$ cat config.mk
export PLATFORM = sky130hd
export DESIGN_NAME = mem_arbiter
export DESIGN_NICKNAME = d
export VERILOG_FILES = /design/src/rtl/mem_arbiter.sv
export SDC_FILE = /design/constraint.sdc
export NUM_CORES = 1
export LEC_CHECK = 0
export BUFFER_PORTS_ARGS = -buffer_cell sky130_fd_sc_hd__clkbuf_2
export CAP_MARGIN = 20
export CELL_PAD_IN_SITES_DETAIL_PLACEMENT = 0
export CELL_PAD_IN_SITES_GLOBAL_PLACEMENT = 1
export CORE_MARGIN = 5
export CORE_UTILIZATION = 45
export DETAILED_ROUTE_END_ITERATION = 8
export PLACE_DENSITY_LB_ADDON = 0.1
export RECOVER_POWER = 100
export SYNTH_ARGS = -nofsm -noshare
export SYNTH_HDL_FRONTEND = slang
export SYNTH_SLANG_ARGS = --single-unit
$ cat constraint.sdc
create_clock -name clk -period 12 [get_ports clk]
set_input_delay 0.6 -clock clk [delete_from_list [all_inputs] [get_ports clk]]
set_output_delay 0.6 -clock clk [all_outputs]
set_load 0.1 [all_outputs]
$ cat src/rtl/mem_arbiter.sv
// Byte-serial RAM port arbiter between instruction fetch and the load/store buffer.
// Optional macro IO_STALL_EN holds store beats to I/O space while the UART buffer is full.
module mem_arbiter #(
  parameter int ADDR_W = 32
) (
  input  logic              clk,
  input  logic              rst,
  input  logic              rdy,
  input  logic              if_start,
  input  logic [ADDR_W-1:0] if_addr,
  input  logic              if_stop,
  output logic              if_finish,
  output logic [31:0]       if_inst,
  input  logic              ls_start,
  input  logic              ls_wr,
  input  logic [2:0]        ls_size,
  input  logic [ADDR_W-1:0] ls_addr,
  input  logic [31:0]       ls_wdata,
  input  logic              ls_rollback,
  output logic              ls_finish,
  output logic [31:0]       ls_rdata,
  input  logic              io_buffer_full,
  input  logic [7:0]        mem_din,
  output logic [7:0]        mem_dout,
  output logic [ADDR_W-1:0] mem_a,
  output logic              mem_wr
);

  typedef enum logic [1:0] {IDLE, IF_RD, LS_RD, LS_WR} state_t;

  state_t              state_q, state_d;
  logic [2:0]          cnt_q, cnt_d;
  logic [ADDR_W-1:0]   base_q, base_d;
  logic [2:0]          size_q, size_d;
  logic [31:0]         wdata_q, wdata_d;
  logic [31:0]         data_q, data_d;
  logic [ADDR_W-1:0]   mem_a_q, mem_a_d;
  logic [7:0]          mem_dout_q, mem_dout_d;

  logic                if_pend_q, if_pend_d;
  logic [ADDR_W-1:0]   if_addr_q, if_addr_d;
  logic                ls_pend_q, ls_pend_d;
  logic                ls_wr_q, ls_wr_d;
  logic [2:0]          ls_size_q, ls_size_d;
  logic [ADDR_W-1:0]   ls_addr_q, ls_addr_d;
  logic [31:0]         ls_wdata_q, ls_wdata_d;

  logic                if_finish_q, if_finish_d;
  logic [31:0]         if_inst_q, if_inst_d;
  logic                ls_finish_q, ls_finish_d;
  logic [31:0]         ls_rdata_q, ls_rdata_d;

  logic                io_stall;
  logic                last_beat;
  logic [2:0]          cnt_inc;
  logic [ADDR_W-1:0]   next_a;
  logic [31:0]         beat_data;
  logic                if_go, ls_go;

`ifdef IO_STALL_EN
  assign io_stall = (state_q == LS_WR) && (mem_a_q[17:16] == 2'b11) && io_buffer_full;
`else
  logic io_full_unused;
  assign io_full_unused = io_buffer_full;
  assign io_stall = 1'b0;
`endif

  function automatic logic [7:0] byte_sel(input logic [31:0] w, input logic [1:0] k);
    case (k)
      2'd0:    byte_sel = w[7:0];
      2'd1:    byte_sel = w[15:8];
      2'd2:    byte_sel = w[23:16];
      default: byte_sel = w[31:24];
    endcase
  endfunction

  assign cnt_inc   = cnt_q + 3'd1;
  assign next_a    = base_q + {{(ADDR_W-3){1'b0}}, cnt_inc};
  assign last_beat = (cnt_q == size_q - 3'd1);
  // An abort sampled on the launch edge must also cancel the launch.
  assign ls_go     = ls_pend_q && !(ls_rollback && !ls_wr_q);
  assign if_go     = if_pend_q && !if_stop;

  always_comb begin
    beat_data = data_q;
    case (cnt_q[1:0])
      2'd0:    beat_data[7:0]   = mem_din;
      2'd1:    beat_data[15:8]  = mem_din;
      2'd2:    beat_data[23:16] = mem_din;
      default: beat_data[31:24] = mem_din;
    endcase
  end

  always_comb begin
    state_d     = state_q;
    cnt_d       = cnt_q;
    base_d      = base_q;
    size_d      = size_q;
    wdata_d     = wdata_q;
    data_d      = data_q;
    mem_a_d     = mem_a_q;
    mem_dout_d  = mem_dout_q;
    if_pend_d   = if_pend_q;
    if_addr_d   = if_addr_q;
    ls_pend_d   = ls_pend_q;
    ls_wr_d     = ls_wr_q;
    ls_size_d   = ls_size_q;
    ls_addr_d   = ls_addr_q;
    ls_wdata_d  = ls_wdata_q;
    if_finish_d = 1'b0;
    if_inst_d   = if_inst_q;
    ls_finish_d = 1'b0;
    ls_rdata_d  = ls_rdata_q;

    case (state_q)
      IDLE: begin
        if (ls_go) begin
          state_d   = ls_wr_q ? LS_WR : LS_RD;
          base_d    = ls_addr_q;
          size_d    = ls_size_q;
          wdata_d   = ls_wdata_q;
          mem_a_d   = ls_addr_q;
          cnt_d     = 3'd0;
          data_d    = 32'd0;
          ls_pend_d = 1'b0;
          if (ls_wr_q) mem_dout_d = ls_wdata_q[7:0];
        end else if (if_go) begin
          state_d   = IF_RD;
          base_d    = if_addr_q;
          size_d    = 3'd4;
          mem_a_d   = if_addr_q;
          cnt_d     = 3'd0;
          data_d    = 32'd0;
          if_pend_d = 1'b0;
        end
      end
      IF_RD: begin
        if (if_stop) begin
          state_d = IDLE;
        end else begin
          data_d = beat_data;
          if (last_beat) begin
            if_finish_d = 1'b1;
            if_inst_d   = beat_data;
            state_d     = IDLE;
          end else begin
            cnt_d   = cnt_inc;
            mem_a_d = next_a;
          end
        end
      end
      LS_RD: begin
        if (ls_rollback) begin
          state_d = IDLE;
        end else begin
          data_d = beat_data;
          if (last_beat) begin
            ls_finish_d = 1'b1;
            ls_rdata_d  = beat_data;
            state_d     = IDLE;
          end else begin
            cnt_d   = cnt_inc;
            mem_a_d = next_a;
          end
        end
      end
      LS_WR: begin
        // Stores are committed: rollback is ignored here.
        if (!io_stall) begin
          if (last_beat) begin
            ls_finish_d = 1'b1;
            state_d     = IDLE;
          end else begin
            cnt_d      = cnt_inc;
            mem_a_d    = next_a;
            mem_dout_d = byte_sel(wdata_q, cnt_inc[1:0]);
          end
        end
      end
      default: state_d = IDLE;
    endcase

    // New requests land after launch so a start on the launch edge stays pending.
    if (if_start) begin
      if_pend_d = 1'b1;
      if_addr_d = if_addr;
    end
    if (if_stop) if_pend_d = 1'b0;
    if (ls_start) begin
      ls_pend_d  = 1'b1;
      ls_wr_d    = ls_wr;
      ls_size_d  = ls_size;
      ls_addr_d  = ls_addr;
      ls_wdata_d = ls_wdata;
    end
    if (ls_rollback && !ls_wr_d) ls_pend_d = 1'b0;
  end

  always_ff @(posedge clk or posedge rst) begin
    if (rst) begin
      state_q     <= IDLE;
      cnt_q       <= 3'd0;
      base_q      <= '0;
      size_q      <= 3'd0;
      wdata_q     <= 32'd0;
      data_q      <= 32'd0;
      mem_a_q     <= '0;
      mem_dout_q  <= 8'd0;
      if_pend_q   <= 1'b0;
      if_addr_q   <= '0;
      ls_pend_q   <= 1'b0;
      ls_wr_q     <= 1'b0;
      ls_size_q   <= 3'd0;
      ls_addr_q   <= '0;
      ls_wdata_q  <= 32'd0;
      if_finish_q <= 1'b0;
      if_inst_q   <= 32'd0;
      ls_finish_q <= 1'b0;
      ls_rdata_q  <= 32'd0;
    end else if (rdy) begin
      state_q     <= state_d;
      cnt_q       <= cnt_d;
      base_q      <= base_d;
      size_q      <= size_d;
      wdata_q     <= wdata_d;
      data_q      <= data_d;
      mem_a_q     <= mem_a_d;
      mem_dout_q  <= mem_dout_d;
      if_pend_q   <= if_pend_d;
      if_addr_q   <= if_addr_d;
      ls_pend_q   <= ls_pend_d;
      ls_wr_q     <= ls_wr_d;
      ls_size_q   <= ls_size_d;
      ls_addr_q   <= ls_addr_d;
      ls_wdata_q  <= ls_wdata_d;
      if_finish_q <= if_finish_d;
      if_inst_q   <= if_inst_d;
      ls_finish_q <= ls_finish_d;
      ls_rdata_q  <= ls_rdata_d;
    end
  end

  assign mem_a     = mem_a_q;
  assign mem_dout  = mem_dout_q;
  // RAM stalls with rdy, so a write must not land during a freeze.
  assign mem_wr    = (state_q == LS_WR) && rdy && !io_stall;
  assign if_finish = if_finish_q;
  assign if_inst   = if_inst_q;
  assign ls_finish = ls_finish_q;
  assign ls_rdata  = ls_rdata_q;

endmodule

==> flow_metrics.env, run 1 <==
export IMPL_outcome="complete, but fails checks"
export IMPL_violations="max-capacitance violations, max-slew violations"
export IMPL_p_leak_nw=7.52
export IMPL_die_area_sq_um=34900
export IMPL_finalCriticalPeriod_ps=6320
export IMPL_synth_seq_cells=312
export IMPL_portBuffers=221
export IMPL_gp_congestion=0.778
export IMPL_p_seq_share_pct=31.3
export IMPL_postRouteAntennaNets=0
export IMPL_peakVddDrop_mv=0.219
export IMPL_cp_arrival_ps=6000
export IMPL_drt_pass1_iterations=6
export IMPL_yosys_warnings=0
export IMPL_grt_start_max_net_pins=95
export IMPL_post_cts_buffers=0
export IMPL_final_hold_viol_count=0
export IMPL_initial_core_util_pct=45.8
export IMPL_grt_overflow_total=0
export IMPL_syn_avg_cell_area_sq_um=10.7
export IMPL_finalSetupTns_ps=0
export IMPL_synth_edf_count=0
export IMPL_grt_use_met1_pct=27.9
export IMPL_grt_pass1_wl_microns=55100
export IMPL_combPwrFrac_pct=47.2
export IMPL_cap_viol_max_count=12
export IMPL_grt_busiest_layer="met2"
export IMPL_root_buffer="clkbuf_16"
export IMPL_internal_power_w=0.00275
export IMPL_cts_path_max_buffers=3
export IMPL_worstPathRequired_ps=11680
export IMPL_cellPowerDensity_nw_per_um2=319
export IMPL_drv_slew=676
export IMPL_maxSlewHeadroom_pct=-175
export IMPL_endpoint_kind="asynchronous set/reset pin"
export IMPL_worstPathMaxFanout=94
export IMPL_grtUsageMet2_pct=29.7
export IMPL_place_ws_ps=8350
export IMPL_cts_resized=0
export IMPL_place_hpwl_microns=22200
export IMPL_clkSlewWorstSetupHoldPaths_ps=50
export IMPL_syn_nets=1450
export IMPL_die_h_microns=187
export IMPL_ys_async_sr_fraction_pct=100
export IMPL_drive_gt1_share_pct=20.5
export IMPL_rows=64
export IMPL_io_pins=223
export IMPL_rsz0062_at_grt="false"
export IMPL_coreArea_sq_um=30700
export IMPL_finClkSkew_ps=11.0
export IMPL_fin_ws_ps=5680
export IMPL_period_share_pct=52.7
export IMPL_swShare_pct=47.9
export IMPL_grt_use_total_pct=19.1
export IMPL_start_kind="input port"
export IMPL_cts_tree="done"
export IMPL_clkPwrFrac_pct=21.5
export IMPL_routed_wl_microns=33800
export IMPL_synthCells=1318
export IMPL_min_delay_path_class="input port to flop"
export IMPL_fmax_mhz=158
export IMPL_path_class="input port to asynchronous set/reset pin"
export IMPL_synth_cell_type_count=65
export IMPL_drc_errors=0
export IMPL_antenna_found_initial=2
export IMPL_num_fill_cells=2869
export IMPL_die_width_microns=187
export IMPL_grt_pass1_vias=10200
export IMPL_cts_hold_buf=0
export IMPL_cts_max_level=2
export IMPL_avgRoutedWirePerCell_microns=17.5
export IMPL_grtUsageMet3_pct=3.55
export IMPL_synth_flop_cell="dfrtp_1"
export IMPL_drt_iter0_markers=619
export IMPL_syn_area_sq_um=14100
export IMPL_clock_latency_ps=510
export IMPL_switchingPower_w=0.00252
export IMPL_vias_per_cell=5.31
export IMPL_cts_sinks=312
export IMPL_cts_buffers=38
export IMPL_final_nets=1640
export IMPL_synth_seq_area_share_pct=55.5
export IMPL_setup_viol=0
export IMPL_worstMarginPinSlew_ps=4100
export IMPL_area_growth_pct=17.4
export IMPL_vias=10300
==> Yosys cell counts (31+ instances only) <==
cell,n,area share [%]
a21oi_1,43,1.5
mux2i_1,31,2.2
o21a_1,33,1.8
o22ai_1,32,1.4
nand2_1,241,6.4
dfrtp_1,312,55
mux2_2,127,10
o21ai_0,102,3.6
clkbuf_1,51,1.4
nor2_1,46,1.2
inv_1,49,1.3
a22o_1,35,2.2
==> through the flow <==
step	instances	util (%)	hold slack, ps	power, W	cell area, sq um
global route	1931	53.8	293	0.00559	16500
global placement	1864	50.4	447	0.00417	15500
finish	1931	53.8	309	0.00527	16500
floorplan	1318	-	433	0.00369	14100
detailed placement	1864	50.4	448	0.00421	15500
CTS	1930	54.4	208	0.00537	16700
==> path summary, 6_finish.rpt <==
check,depth (start not counted),from,end,slack [ps]
worst max-delay path,3,rst,if_addr_q[8]$_DFFE_PP0P_,5680
worst min-delay path,2,if_stop,if_pend_q$_DFFE_PP0P_,310
worst max register to register,7,state_q[0]$_DFFE_PP0P_,base_q[2]$_DFFE_PP0P_,6230
worst min register to register,2,ls_wdata_q[15]$_DFFE_PP0P_,wdata_q[15]$_DFFE_PP0P_,460
max in group clk,7,state_q[0]$_DFFE_PP0P_,base_q[2]$_DFFE_PP0P_,6230
min in group asynchronous,2,rst,ls_rdata[20]$_DFFE_PP0P_,1310
==> sequential cells by signal (all words and copies together) (netlist names) <==
signal / flops
ls_addr_q: 32
ls_pend_q: 1
if_addr_q: 32
wdata_q: 32
mem_dout: 8
state_q: 2
mem_a: 32
cnt_q: 3
data_q: 32
ls_wdata_q: 32
ls_wr_q: 1
ls_rdata: 32
if_inst: 32
base_q: 32
ls_size_q: 3
size_q: 3
if_finish: 1
ls_finish: 1
if_pend_q: 1
==> kinds of logic after synthesis <==
family                     after synthesis  synth area share (%)
AOI/OAI and AO/OA                      298                  13.9
xor gates and xnor gates                19                  1.28
adders and majority gates               16                  1.48
buffers and inverters                  136                  3.79
DFF                                    312                  55.5
muxes                                  158                  12.4
and+or+nand+nor                        379                  11.7
==> layout by cell type, fill, tap and decap left out, types with 3 or more instances in the layout <==
cell / count
and4_1: 3
o22ai_1: 32
o211ai_1: 4
o21ai_0: 102
nor3_1: 16
clkbuf_8: 8
xor2_1: 11
nand4_1: 11
nand2_1: 240
nor4_1: 4
dfrtp_1: 312
ha_1: 15
and3_1: 4
a211o_1: 8
and2_0: 9
nand3_1: 15
inv_1: 48
mux2i_1: 31
a222oi_1: 8
xnor2_1: 7
clkbuf_1: 129
a21o_1: 3
nor2_1: 45
mux2_2: 127
clkbuf_16: 39
bufinv_16: 3
nor2b_1: 9
or3_1: 4
a211oi_1: 3
a22o_1: 35
clkinv_2: 3
buf_4: 8
o31ai_1: 3
a21oi_1: 44
o21a_1: 33
clkbuf_2: 112
==> metal layers <==
layer | wire (microns) | part of all wire, %
met5 | 11 | 0.033
met4 | 657 | 1.9
met3 | 1760 | 5.2
met2 | 15300 | 45
met1 | 16100 | 48
==> power by group through the flow <==
stage / sequential [W] / combinational (W) / clock [W]
finish: 0.00165 / 0.00249 / 0.00113
global route: 0.00170 / 0.00268 / 0.00121
CTS: 0.00165 / 0.00255 / 0.00117
detailed placement: 0.00167 / 0.00254 / 0
global placement: 0.00166 / 0.00251 / 0
floorplan: 0.00260 / 0.00109 / 0
==> cell type report <==
type | instances | area [sq um] | area share (%)
Multi-Input combinational cell | 870 | 5730 | 34.7
Timing Repair Buffer | 237 | 1060 | 6.41
Inverter | 49 | 185 | 1.12
Antenna cell | 1 | 2.50 | 0.0151
Sequential cell | 312 | 7810 | 47.2
Tap cell | 396 | 495 | 3.00
Clock buffer | 59 | 1130 | 6.84
Clock inverter | 7 | 114 | 0.689
==> worst max-delay path: stages <==
cell	delay, ps
clkbuf_1	80
clkinvlp_2	2290
clkbuf_1	2960
Note: power is estimated with default switching activity, not from simulation.
==> run 2: changes to the inputs <==
--- a/config.mk
+++ b/config.mk
@@ -10,7 +10,7 @@
 export CELL_PAD_IN_SITES_DETAIL_PLACEMENT = 0
 export CELL_PAD_IN_SITES_GLOBAL_PLACEMENT = 1
 export CORE_MARGIN = 5
-export CORE_UTILIZATION = 45
+export CORE_UTILIZATION = 40
 export DETAILED_ROUTE_END_ITERATION = 8
 export PLACE_DENSITY_LB_ADDON = 0.1
 export RECOVER_POWER = 100
==> constraint.sdc (replaced) <==
create_clock -name clk -period 5.7 [get_ports clk]
set_input_delay 0.285 -clock clk [delete_from_list [all_inputs] [get_ports clk]]
set_output_delay 0.285 -clock clk [all_outputs]
set_load 0.1 [all_outputs]
==> run 2 against run 1 <==
The flow still finishes with violations (max-capacitance violations, max-slew violations). Power is 110% higher. Critical path depth is 5 higher. Global-route usage is 0.73 points lower. Sequential cell count stayed put. Largest cell class unchanged.
==> flow_metrics.env, run 2 (synthesis gave the netlist of run 1 again) <==
export IMPL_grt_start_max_net_pins=155
export IMPL_clkSlewWorstSetupHoldPaths_ps=60
export IMPL_cts_sinks=312
export IMPL_postRouteAntennaNets=0
export IMPL_outcome="complete, but fails checks"
export IMPL_grt_use_total_pct=18.4
export IMPL_grtUsageMet2_pct=28.5
export IMPL_p_leak_nw=7.81
export IMPL_worstPathMaxFanout=56
export IMPL_root_buffer="clkbuf_16"
export IMPL_diodes=0
export IMPL_maxSlewHeadroom_pct=-120
export IMPL_mostFrequentLayoutCells="312 x dfrtp_1, 240 x nand2_1, 126 x mux2_2"
export IMPL_final_hold_viol_count=0
export IMPL_min_delay_path_class="input port to flop"
export IMPL_antenna_found_initial=0
export IMPL_avgRoutedWirePerCell_microns=17.4
export IMPL_fin_area_sq_um=17300
export IMPL_drt_iter0_markers=618
export IMPL_path_class="flop to flop"
export IMPL_violations="max-capacitance violations, max-slew violations"
export IMPL_rsz0062_at_grt="false"
export IMPL_vias=10400
export IMPL_cts_max_level=2
export IMPL_cellPowerDensity_nw_per_um2=644
export IMPL_grt_busiest_layer="met2"
export IMPL_portBuffers=221
export IMPL_cp_arrival_ps=4370
export IMPL_drive_gt1_share_pct=20.3
export IMPL_die_h_microns=198
export IMPL_drt_pass1_iterations=5
export IMPL_cts_buffers=36
export IMPL_setup_viol=0
export IMPL_peakVddDrop_mv=0.409
export IMPL_coreArea_sq_um=34600
export IMPL_die_area_sq_um=39100
export IMPL_num_fill_cells=3283
export IMPL_grt_overflow_total=0
export IMPL_grt_pass1_wl_microns=58700
export IMPL_post_cts_buffers=0
export IMPL_final_util_pct=49.9
export IMPL_cts_tree="done"
export IMPL_drv_slew=503
export IMPL_routed_wl_microns=35800
export IMPL_place_area_sq_um=15600
export IMPL_finalCriticalPeriod_ps=3990
export IMPL_place_hpwl_microns=23400
export IMPL_rows=68
export IMPL_area_growth_pct=22.7
export IMPL_final_nets=1702
export IMPL_die_width_microns=198
export IMPL_io_pins=223
export IMPL_grt_pass1_vias=10700
export IMPL_place_ws_ps=2630
export IMPL_endpoint_kind="flop"
export IMPL_finalSetupTns_ps=0
export IMPL_final_common_cell="dfrtp_1"
export IMPL_period_share_pct=70.0
export IMPL_fin_ws_ps=1710
export IMPL_clock_latency_ps=500
export IMPL_gp_congestion=0.746
export IMPL_start_kind="flop"
export IMPL_worstMarginPinSlew_ps=3290
export IMPL_cts_path_max_buffers=3
export IMPL_initial_core_util_pct=40.7
export IMPL_vias_per_cell=5.05
export IMPL_worstPathRequired_ps=6080
export IMPL_fmax_mhz=251
export IMPL_cap_viol_max_count=8
export IMPL_drc_errors=0
export IMPL_grtUsageMet3_pct=2.93
export IMPL_grt_use_met1_pct=27.6
export IMPL_finClkSkew_ps=7.72
## run 2: cell types whose count changed in the layout (fill, tap and decap cells not counted), sizes merged
cell,change
dlygate4sd3,+64
bufinv,-1
diode,-1
clkinv,-1
inv,-1
clkbuf,-2
buf,+2
## run 2: worst paths after layout
check | from | endpoint | slack [ps] | cells past startpoint
hold / removal | ls_addr[4] | ls_addr_q[4]$_DFFE_PP0P_ | 20 | 2
min in group asynchronous | rst | ls_rdata[26]$_DFFE_PP0P_ | 750 | 3
setup / recovery | state_q[0]$_DFFE_PP0P_ | mem_a[26]$_DFFE_PP0P_ | 1710 | 8
hold reg to reg | ls_wdata_q[25]$_DFFE_PP0P_ | wdata_q[25]$_DFFE_PP0P_ | 460 | 2
setup reg to reg | state_q[0]$_DFFE_PP0P_ | mem_a[26]$_DFFE_PP0P_ | 1710 | 8
max in group asynchronous | rst | ls_addr_q[21]$_DFFE_PP0P_ | 1990 | 4
## run 2: final cells by class
type                       count  area [sq um]  share of cell area (%)
sequential                   312          7810                    45.2
multi-input combinational    870          5760                    33.3
timing repair buffer         301          1730                    9.99
clock buffer                  59          1160                    6.71
tap                          455           569                    3.29
inverter                      49           185                    1.07
clock inverter                 4          70.1                   0.406
## run 2: critical path: stages (launching register included)
cell and delay, ps:
dfrtp_1 410, inv_1 90, ha_1 140, clkbuf_1 1220
o211ai_1 440, o211ai_1 250, clkbuf_2 870, nor3_1 100
a211o_1 300
## run 2: timing repair
item,4_1_cts,5_1_grt
resized for setup,0,0
hold endpoints to repair,100,0
hold buffers,64,0
## run 2: report_power, final
part	switching, W	internal [W]
clock	0.000884	0.00147
sequential	0.000503	0.00297
combinational	0.00396	0.00135
## run 2: through the flow
stage / hold WS, ps / cells / power (W)
2_1_floorplan: 367 / 1318 / 0.00778
3_3_place_gp: 448 / 1923 / 0.00884
3_5_place_dp: 450 / 1923 / 0.00891
4_1_cts: 0.507 / 2050 / 0.0114
5_1_grt: 0.296 / 2050 / 0.0119
6_report: 19.9 / 2050 / 0.0111
## run 2: per-layer routing
layer,part of all wire (%),up-vias
met3,4.6,48
met2,45,192
met1,49,5002
li1,-,5110
met4,1.7,0
met5,0,-
==> run 3: changes to the inputs <==
--- a/config.mk
+++ b/config.mk
@@ -10,7 +10,7 @@
 export CELL_PAD_IN_SITES_DETAIL_PLACEMENT = 0
 export CELL_PAD_IN_SITES_GLOBAL_PLACEMENT = 1
 export CORE_MARGIN = 5
-export CORE_UTILIZATION = 40
+export CORE_UTILIZATION = 45
 export DETAILED_ROUTE_END_ITERATION = 8
 export PLACE_DENSITY_LB_ADDON = 0.1
 export RECOVER_POWER = 100
==> constraint.sdc (replaced) <==
create_clock -name clk -period 3.9 [get_ports clk]
set_input_delay 0.195 -clock clk [delete_from_list [all_inputs] [get_ports clk]]
set_output_delay 0.195 -clock clk [all_outputs]
set_load 0.1 [all_outputs]
==> run 3 against run 2 <==
The flow still finishes with violations (max-capacitance violations, max-slew violations). Highest routed layer unchanged. Core utilization increased by 7.4 points. Power up 47%. Wire length is 2.0% lower. Count of clock-buffer cells in the layout decreased by 6. Maximum frequency rose by 22%. Hold slack better by 72 ps. Design area rose by 1.9%. Combinational power is 46% higher.
==> flow_metrics.env, run 3 (synthesis gave the netlist of run 1 again) <==
export IMPL_outcome="complete, but fails checks"
export IMPL_violations="max-capacitance violations, max-slew violations"
export IMPL_dp_cells=1866
export IMPL_clkSlewWorstSetupHoldPaths_ps=60
export IMPL_peakVddDrop_mv=0.546
export IMPL_p_seq_share_pct=31.1
export IMPL_cts_path_max_buffers=3
export IMPL_drive_gt1_share_pct=20.0
export IMPL_worstMarginPinSlew_ps=2630
export IMPL_die_width_microns=187
export IMPL_cp_arrival_ps=3700
export IMPL_post_cts_buffers=0
export IMPL_switchingPower_w=0.00782
export IMPL_antenna_found_initial=1
export IMPL_mostFrequentLayoutCells="312 x dfrtp_1, 240 x nand2_1, 127 x mux2_2"
export IMPL_vias_per_cell=5.22
export IMPL_die_area_sq_um=34900
export IMPL_clock_latency_ps=510
export IMPL_cts_sinks=312
export IMPL_worstPathMaxFanout=7
export IMPL_vias=10600
export IMPL_critPathSlowestCell="or4b_1"
export IMPL_critical_path_cell_chain="inv_1, ha_1, ha_1, nand3_1, a211oi_4, clkbuf_1, nand2_1, or4b_1, a41oi_2"
export IMPL_area_growth_pct=25.0
export IMPL_initial_core_util_pct=45.8
export IMPL_die_h_microns=187
export IMPL_finalCriticalPeriod_ps=3280
export IMPL_place_area_sq_um=15500
export IMPL_combPwrFrac_pct=47.4
export IMPL_grt_overflow_total=0
export IMPL_root_buffer="clkbuf_16"
export IMPL_fin_area_sq_um=17600
export IMPL_cap_viol_max_count=5
export IMPL_fmax_mhz=305
export IMPL_cts_max_level=2
export IMPL_gp_congestion=0.754
export IMPL_coreArea_sq_um=30700
export IMPL_min_delay_path_class="input port to flop"
export IMPL_drt_pass1_iterations=5
export IMPL_cts_buffers=36
export IMPL_cp_num_buf_inv=2
export IMPL_grt_use_total_pct=20.0
export IMPL_clkPwrFrac_pct=21.5
export IMPL_path_common_cell="ha_1"
export IMPL_grt_pass1_wl_microns=57900
export IMPL_worstPathRequired_ps=4320
export IMPL_cellPowerDensity_nw_per_um2=928
export IMPL_p_leak_nw=7.96
export IMPL_setup_viol=0
export IMPL_endpoint_kind="flop"
export IMPL_finClkSkew_ps=16.2
export IMPL_drc_errors=0
export IMPL_final_common_cell="dfrtp_1"
export IMPL_routed_wl_microns=35100
export IMPL_internal_power_w=0.00851
export IMPL_rsz0062_at_grt="false"
export IMPL_fin_total_pwr_w=0.0163
export IMPL_period_share_pct=84.1
export IMPL_final_cells=2035
export IMPL_portBuffers=221
export IMPL_cts_tree="done"
export IMPL_maxSlewHeadroom_pct=-75.4
export IMPL_final_nets=1743
export IMPL_max_stage_delay_ps=580
export IMPL_whs_ps=91.5
export IMPL_start_kind="flop"
export IMPL_critPathTopFamily="simple AND/OR/NAND/NOR gates"
export IMPL_final_hold_viol_count=0
export IMPL_drv_slew=419
export IMPL_grt_pass1_vias=10700
export IMPL_postRouteAntennaNets=0
export IMPL_path_class="flop to flop"
export IMPL_grt_start_max_net_pins=189
export IMPL_swShare_pct=47.9
export IMPL_final_util_pct=57.2
export IMPL_rows=64
export IMPL_drt_iter0_markers=637
export IMPL_place_hpwl_microns=22500
export IMPL_avgRoutedWirePerCell_microns=17.2
export IMPL_io_pins=223
==> run 3: metrics by stage <==
stage               TNS, ps  setup slack [ps]
CTS                       0               957
global route              0               345
global placement          0               975
floorplan           -140370              -450
detailed placement        0               975
finish                    0               622
==> run 3: layer usage <==
layer | share of wire [%] | vias up | global-route usage [%]
met3 | 4.4 | 42 | 3.43
met1 | 48 | 5165 | 29.1
met2 | 46 | 218 | 31.5
met5 | 0 | - | 0
li1 | - | 5199 | -
met4 | 1.8 | 0 | 4.81
==> run 3: cell type report <==
cell class | instances | area (sq um)
Sequential cell | 312 | 7810
Fill cell | 2778 | 13100
Antenna cell | 1 | 2.50
Timing Repair Buffer | 342 | 2120
Clock buffer | 53 | 1080
Inverter | 49 | 185
Clock inverter | 12 | 175
Multi-Input combinational cell | 870 | 5740
Tap cell | 396 | 495
==> run 3: worst register-to-register path, delay by kind of cell, from the launching register on <==
family,cells,cell delay (ps)
adder cells (fa/ha/maj),2,650
AO/OA/AOI/OAI,2,440
buffers and inverters,2,580
AND/OR/NAND/NOR,3,1070
flip-flops,1,460
==> run 3: path summary, 6_finish.rpt <==
| path | start | to | slack (ps) | cells past startpoint |
|---|---|---|---|---|
| min in group asynchronous | rst | ls_rdata[22]$_DFFE_PP0P_ | 130 | 3 |
| max in group asynchronous | rst | if_addr_q[15]$_DFFE_PP0P_ | 920 | 4 |
| setup reg to reg | cnt_q[0]$_DFFE_PP0P_ | mem_a[29]$_DFFE_PP0P_ | 620 | 9 |
| hold reg to reg | ls_wdata_q[14]$_DFFE_PP0P_ | wdata_q[14]$_DFFE_PP0P_ | 460 | 2 |
| hold / removal | mem_din[6] | data_q[30]$_DFFE_PP0P_ | 90 | 3 |
| setup / recovery | cnt_q[0]$_DFFE_PP0P_ | mem_a[29]$_DFFE_PP0P_ | 620 | 9 |
==> run 3: what timing repair did <==
action / CTS / global route
hold buffers: 103 / 0
gates resized for setup: 0 / 0
hold endpoints to repair: 226 / 0
==> run 3: power groups by stage <==
stage                     registers (W)  clock network (W)  logic [W]
after global placement          0.00511                  0    0.00776
after global routing            0.00523            0.00375    0.00836
final                           0.00508            0.00351    0.00775
after CTS                       0.00509            0.00362    0.00795
after detailed placement        0.00514                  0    0.00784
after floorplan                 0.00800                  0    0.00337
